### config.mk
export PLATFORM = sky130hd
export DESIGN_NAME = vga_timing_gen_flat
export DESIGN_NICKNAME = d
export VERILOG_FILES = /design/src/rtl/vga_timing_gen_if.sv /design/src/rtl/vga_timing_gen.sv /design/src/flat_wrapper.sv
export SDC_FILE = /design/constraint.sdc
export NUM_CORES = 1
export LEC_CHECK = 0
export BUFFER_PORTS_ARGS = -buffer_cell sky130_fd_sc_hd__buf_2
export CORE_MARGIN = 2
export CORE_UTILIZATION = 40
export DETAILED_ROUTE_END_ITERATION = 7
export GPL_TIMING_DRIVEN = 1
export PLACE_DENSITY = 0.72
export SYNTH_ARGS = -nofsm -noshare
export SYNTH_HDL_FRONTEND = slang
export SYNTH_SLANG_ARGS = --single-unit
### constraint.sdc
create_clock -name clk_25MHz -period 2.43 [get_ports clk_25MHz]
set_input_delay 0.1215 -clock clk_25MHz [delete_from_list [all_inputs] [get_ports clk_25MHz]]
set_output_delay 0.1215 -clock clk_25MHz [all_outputs]
set_load 0.02 [all_outputs]
### src/rtl/vga_timing_gen_if.sv
// vga_timing_gen_if: the raster bundle. The generator drives the counts, syncs and strobes.
// The consumer side drives the pixel-advance enable.
interface vga_timing_gen_if #(
  parameter int CNT_W = 16
);
  logic             pix_en;
  logic [CNT_W-1:0] h_count;
  logic [CNT_W-1:0] v_count;
  logic             hsync;
  logic             vsync;
  logic             video_on;
  logic             line_start;
  logic             frame_start;
  modport master (
    input  pix_en,
    output h_count, v_count, hsync, vsync, video_on, line_start, frame_start
  );
  modport slave (
    output pix_en,
    input  h_count, v_count, hsync, vsync, video_on, line_start, frame_start
  );
endinterface

### src/rtl/vga_timing_gen.sv
// vga_timing_gen: parametrised VGA raster H/V counter pair with registered sync, blanking
// and line/frame strobes. Every output is decoded from the next-state counts, so all outputs stay aligned.
module vga_timing_gen #(
  parameter int   H_ACTIVE   = 640,
  parameter int   H_FP       = 16,
  parameter int   H_SYNC     = 96,
  parameter int   H_BP       = 48,
  parameter int   V_ACTIVE   = 480,
  parameter int   V_FP       = 10,
  parameter int   V_SYNC     = 2,
  parameter int   V_BP       = 33,
  parameter logic H_SYNC_POL = 1'b0,
  parameter logic V_SYNC_POL = 1'b0,
  parameter int   CNT_W      = 16
) (
  input logic              clk_25MHz,
  input logic              rst_n,
  vga_timing_gen_if.master vga
);
  localparam int H_TOTAL = H_ACTIVE + H_FP + H_SYNC + H_BP;
  localparam int V_TOTAL = V_ACTIVE + V_FP + V_SYNC + V_BP;
  localparam logic [CNT_W-1:0] H_LAST = CNT_W'(H_TOTAL - 1);
  localparam logic [CNT_W-1:0] V_LAST = CNT_W'(V_TOTAL - 1);
  localparam logic [CNT_W-1:0] H_ACT  = CNT_W'(H_ACTIVE);
  localparam logic [CNT_W-1:0] V_ACT  = CNT_W'(V_ACTIVE);
  localparam logic [CNT_W-1:0] HS_BEG = CNT_W'(H_ACTIVE + H_FP);
  localparam logic [CNT_W-1:0] HS_END = CNT_W'(H_ACTIVE + H_FP + H_SYNC - 1);
  localparam logic [CNT_W-1:0] VS_BEG = CNT_W'(V_ACTIVE + V_FP);
  localparam logic [CNT_W-1:0] VS_END = CNT_W'(V_ACTIVE + V_FP + V_SYNC - 1);
  logic [CNT_W-1:0] r_h_count;
  logic [CNT_W-1:0] r_v_count;
  logic             r_hsync;
  logic             r_vsync;
  logic             r_video_on;
  logic             r_line_start;
  logic             r_frame_start;
  logic             w_h_wrap;
  logic             w_v_wrap;
  logic [CNT_W-1:0] w_h_next;
  logic [CNT_W-1:0] w_v_next;
  always_comb begin
    w_h_wrap = r_h_count == H_LAST;
    w_v_wrap = r_v_count == V_LAST;
    w_h_next = w_h_wrap ? '0 : r_h_count + CNT_W'(1);
    w_v_next = !w_h_wrap ? r_v_count : w_v_wrap ? '0 : r_v_count + CNT_W'(1);
  end
  // Reset parks the raster on the last back-porch pixel, so the first enabled edge opens frame 0.
  always_ff @(posedge clk_25MHz or negedge rst_n) begin
    if (!rst_n) begin
      r_h_count     <= H_LAST;
      r_v_count     <= V_LAST;
      r_hsync       <= ~H_SYNC_POL;
      r_vsync       <= ~V_SYNC_POL;
      r_video_on    <= 1'b0;
      r_line_start  <= 1'b0;
      r_frame_start <= 1'b0;
    end else if (vga.pix_en) begin
      r_h_count     <= w_h_next;
      r_v_count     <= w_v_next;
      r_hsync       <= (w_h_next >= HS_BEG && w_h_next <= HS_END) ? H_SYNC_POL : ~H_SYNC_POL;
      r_vsync       <= (w_v_next >= VS_BEG && w_v_next <= VS_END) ? V_SYNC_POL : ~V_SYNC_POL;
      r_video_on    <= w_h_next < H_ACT && w_v_next < V_ACT;
      r_line_start  <= w_h_wrap;
      r_frame_start <= w_h_wrap && w_v_wrap;
    end else begin
      r_line_start  <= 1'b0;
      r_frame_start <= 1'b0;
    end
  end
  assign vga.h_count     = r_h_count;
  assign vga.v_count     = r_v_count;
  assign vga.hsync       = r_hsync;
  assign vga.vsync       = r_vsync;
  assign vga.video_on    = r_video_on;
  assign vga.line_start  = r_line_start;
  assign vga.frame_start = r_frame_start;
endmodule
### src/flat_wrapper.sv
// flat-port wrapper written by rule: the top's interface ports become plain ports
module vga_timing_gen_flat 
#(
  parameter int   H_ACTIVE   = 640,
  parameter int   H_FP       = 16,
  parameter int   H_SYNC     = 96,
  parameter int   H_BP       = 48,
  parameter int   V_ACTIVE   = 480,
  parameter int   V_FP       = 10,
  parameter int   V_SYNC     = 2,
  parameter int   V_BP       = 33,
  parameter logic H_SYNC_POL = 1'b0,
  parameter logic V_SYNC_POL = 1'b0,
  parameter int   CNT_W      = 16
)
  (clk_25MHz, rst_n, vga_pix_en, vga_h_count, vga_v_count, vga_hsync, vga_vsync, vga_video_on, vga_line_start, vga_frame_start);
  vga_timing_gen_if #(.CNT_W(CNT_W)) vga_i ();
  input logic clk_25MHz;
  input logic rst_n;
  input wire logic [$bits(vga_i.pix_en)-1:0] vga_pix_en;
  output wire logic [$bits(vga_i.h_count)-1:0] vga_h_count;
  output wire logic [$bits(vga_i.v_count)-1:0] vga_v_count;
  output wire logic [$bits(vga_i.hsync)-1:0] vga_hsync;
  output wire logic [$bits(vga_i.vsync)-1:0] vga_vsync;
  output wire logic [$bits(vga_i.video_on)-1:0] vga_video_on;
  output wire logic [$bits(vga_i.line_start)-1:0] vga_line_start;
  output wire logic [$bits(vga_i.frame_start)-1:0] vga_frame_start;
  assign vga_i.pix_en = vga_pix_en;
  assign vga_h_count = vga_i.h_count;
  assign vga_v_count = vga_i.v_count;
  assign vga_hsync = vga_i.hsync;
  assign vga_vsync = vga_i.vsync;
  assign vga_video_on = vga_i.video_on;
  assign vga_line_start = vga_i.line_start;
  assign vga_frame_start = vga_i.frame_start;
  vga_timing_gen #(.H_ACTIVE(H_ACTIVE), .H_FP(H_FP), .H_SYNC(H_SYNC), .H_BP(H_BP), .V_ACTIVE(V_ACTIVE), .V_FP(V_FP), .V_SYNC(V_SYNC), .V_BP(V_BP), .H_SYNC_POL(H_SYNC_POL), .V_SYNC_POL(V_SYNC_POL), .CNT_W(CNT_W)) u_core (.clk_25MHz(clk_25MHz), .rst_n(rst_n), .vga(vga_i));
endmodule
==> summary.txt <==
Run status
  – Result of the run: complete, but fails checks
  – Violations in the final reports: setup timing

Yosys
  – Number of instances in the synthesized netlist: 290
  – Sequential element share of the synthesized area: 38.3%
  – Yosys reg bits: 37
  – Main synth FF type: dfrtp_1
  – Area share of the leading cell type in the synthesized netlist: 25.4%
  – Syn. warnings: 0
  – Biggest area contributors in the synthesized netlist: dfrtp_1 (25%), dfstp_2 (13%), o21ai_0 (6.1%)
  – Cell type with the highest aggregate area in the netlist: dfrtp_1
  – Fraction of synthesis flops using an asynchronous set or reset pin: 100%
  – Yosys cell types: 52
  – Number of flops mapped to enable cells by yosys: 0
  – Synth Cell Area: 2460 um2
  – Number of nets produced by synthesis: 297
  – Syn_area_per_cell: 8.48 um2

STA
  – Worst slew pin tran: 0.859 ns
  – Setup_tns: -0.0678 ns
  – Max-slew headroom: 42.8%
  – Shortest clock period the worst path allows after layout: 2.48 ns
  – Hold violation count in the final report: 0
  – Worst-case clock skew: 0.00656 ns
  – Worst hold-check slack: 0.286 ns
  – Crit share post-route: 102%
  – Final Max Slew Viols: 0
  – Max Freq: 403 MHz
  – Setup repair after global routing missed its margin: yes
  – PnR worst setup slack: -0.0513 ns
  – Setup-violating endpoint count in the final report: 2

Worst setup path
  – Setup slack of the most critical reg-to-reg path: -0.05 ns
  – Worst Path Class, Setup: reg -> reg
  – Cell-by-cell listing of the critical path: or4_4 -> or4_4 -> buf_4 -> buf_4 -> a32oi_1 -> and3_1 -> a22o_1
  – Endpoint type of the worst setup path: flop
  – Worst reg2reg path depth: 7
  – Endpoint of the worst-slack reg-to-reg timing path: u_core.vga.video_on
  – Critical Path AT: 2.73 ns
  – RR Startpoint: u_core.vga.h_count[12]
  – Worst path max stage delay: 0.61 ns
  – Crit start category: flop
  – Critical path launch point: u_core.vga.h_count[12]
  – Crit path to: u_core.vga.video_on
  – Critical-path top delay cell: or4_4
  – Required time at the worst-slack endpoint: 2.68 ns
  – Worst Path Max Fanout: 5

Power and ir drop
  – Design Power: 1.49 mW
  – Net switching power figure: 0.479 mW
  – Power share of the sequential group: 50.0%
  – Cell internal pwr: 1.01 mW
  – Pwr per Cell Area: 455 nW/um2
  – Relative contribution of combinational cells to total power: 20.6%
  – Part of the power in the clock network: 29.4%
  – Pleak: 1.36 nW
  – Peak supply drop: 272 uV
  – Switching power as a share of total power: 32.2%

CTS
  – Worst-path clk slew: 0.08 ns
  – Clock tree from TritonCTS: yes
  – Clock tree buffer depth: 2
  – Root Buffer: clkbuf_8
  – Depth of the CTS H-tree: 2
  – Clock latency on the worst-skew pair: 0.30 ns
  – Cts bufs inserted: 5
  – TritonCTS sink count: 37

Floorplanning
  – Vert. Die Dim: 82.4 um
  – Top-level port count: 40
  – Initial Util: 41.5%
  – Die boundary width: 82.4 um
  – Number of placement rows: 28
  – Area of the core region: 5920 um2
  – DIE AREA: 6790 um2

Final layout
  – Design area: 3270 um2
  – Fill cell count: 579
  – Final-stage net count: 382
  – Area grow syn2layout: 32.9%
  – Core Util, Final: 55.2%
  – Combined flip-flop and latch cell area: 947 um2
  – Most frequent standard cell in the layout excluding fill and tap cells: buf_4
  – Final instance count without filler cells: 451
  – Antenna diodes: 0
  – Fraction of final layout cells sized beyond drive strength 1: 37.8%
  – Multi-input combinational cell area: 1490 um2
  – Most frequent cells in the layout: buf_4 (53), buf_2 (39), o21ai_0 (30), nand2_1 (29), nor2_1 (24)

Global routing
  – Total track usage: 22.5%
  – Number of antenna violations at the first check in global routing: 0
  – Met1 global-route usage: 29.4%
  – Largest net degree at the start of global routing: 38
  – Via count of the first global-routing pass: 2372
  – GRT met2 Usage: 37.3%
  – GRT overflow: 0
  – Most used routing layer in global routing: met2
  – Global-route wire length before repair: 11.6 mm
  – Met3 Use GR: 3.80%

Routing
  – Vias per inst: 5.69
  – Drt pass-1 iters: 4
  – Total wirelength of the detailed-routed design: 7.29 mm
  – Routed WL per cell: 16.2 um
  – Number of DRC violations after detailed-routing iteration 0: 164
  – Number of design rule violations left after detail routing: 0
  – Final ANT Viol Nets: 0
  – Vias after detailed routing: 2567

Placed design
  – Placed insts: 435
  – IO buf count: 39
  – Half-perimeter wire length after placement: 5.10 mm
  – Worst slack at placement: -0.0832 ns
  – Last weighted congestion value of the routability-driven placer: 0.964
  – Placed standard-cell area: 3040 um2

Flow run
  – Number of max-capacitance violations reported: 0

Worst hold path
  – Classification of the worst-slack hold path: in -> reg
  – Worst Hold Launch: vga_pix_en
==> flip-flops by register name (all words and copies together) (netlist names) <==
| name | cells |
|---|---|
| u_core.vga.video_on | 1 |
| u_core.vga.frame_start | 1 |
| u_core.vga.line_start | 1 |
| u_core.vga.hsync | 1 |
| u_core.vga.v_count | 16 |
| u_core.vga.h_count | 16 |
| u_core.vga.vsync | 1 |
==> cell usage after synthesis (3+ instances only) <==
master    count
nand2_1      30
o21ai_0      30
dfrtp_1      25
nor2_1       25
nand3_1      16
nand4_1      14
clkbuf_1     13
dfstp_2      12
xnor2_1      12
a21oi_1      11
nor3_1       10
o31ai_1      10
inv_1         9
and3_1        6
or4_1         5
ha_1          4
a211oi_1      3
and2_0        3
nor4_1        3
xor2_1        3
==> power by group through the flow <==
stage | sequential [mW] | clock, mW | combinational, mW
after floorplan | 0.810 | 0 | 0.116
after global placement | 0.752 | 0 | 0.287
after detailed placement | 0.752 | 0 | 0.291
after CTS | 0.741 | 0.447 | 0.293
after global routing | 0.752 | 0.482 | 0.337
final | 0.742 | 0.437 | 0.306
==> worst min path at each step <==
stage                                        end  slack, ns  depth (start not counted)
after floorplan           u_core.vga.frame_start      -0.17                          0
after global placement     u_core.vga.h_count[6]       0.27                          1
after detailed placement   u_core.vga.h_count[7]       0.28                          1
after CTS                  u_core.vga.h_count[0]       0.29                          3
after global routing      u_core.vga.v_count[14]       0.33                          4
final                      u_core.vga.h_count[0]       0.29                          3
==> timing repair <==
item | 4_1_cts | 5_1_grt
buffers inserted | 0 | 7
hold endpoints to repair | 25 | 0
setup endpoints to repair | 3 | 5
gates resized for setup | 3 | 13
hold buffers | 1 | 0
gates cloned | 0 | 0
pin swaps | 5 | 11
==> cell families (layout without fill, tap and decap cells) <==
logic type                 Yosys count  in the layout  synth area share [%]
AOI/OAI and AO/OA                   73             73                  19.1
xor gates and xnor gates            15             15                  5.34
adders and majority gates            4              4                  2.03
buffers and inverters               26            112                  4.68
DFF                                 37             37                  38.3
muxes                                1              1                 0.407
and+or+nand+nor                    134            134                  30.2
==> layer usage <==
layer,share of wire (%),vias up
met5,0,-
met4,2.3,0
met3,5.9,18
met2,49,92
met1,43,1216
li1,-,1241
==> critical path, delay by kind of cell, from the launching register on <==
family / cells / cell delay (ns)
AOI/OAI and AO/OA: 2 / 0.34
and+or+nand+nor: 3 / 1.37
DFF: 1 / 0.41
buffers and inverters: 2 / 0.31
==> area by class of cell <==
cell class                      count  area share (%)
Timing Repair Buffer               95            19.1
Tap cell                           75            2.87
Sequential cell                    37            29.0
Multi-Input combinational cell    227            45.4
Inverter                            9            1.03
Clock buffer                        6            2.22
Clock inverter                      2           0.306
Note: power is estimated with default switching activity, not from simulation.
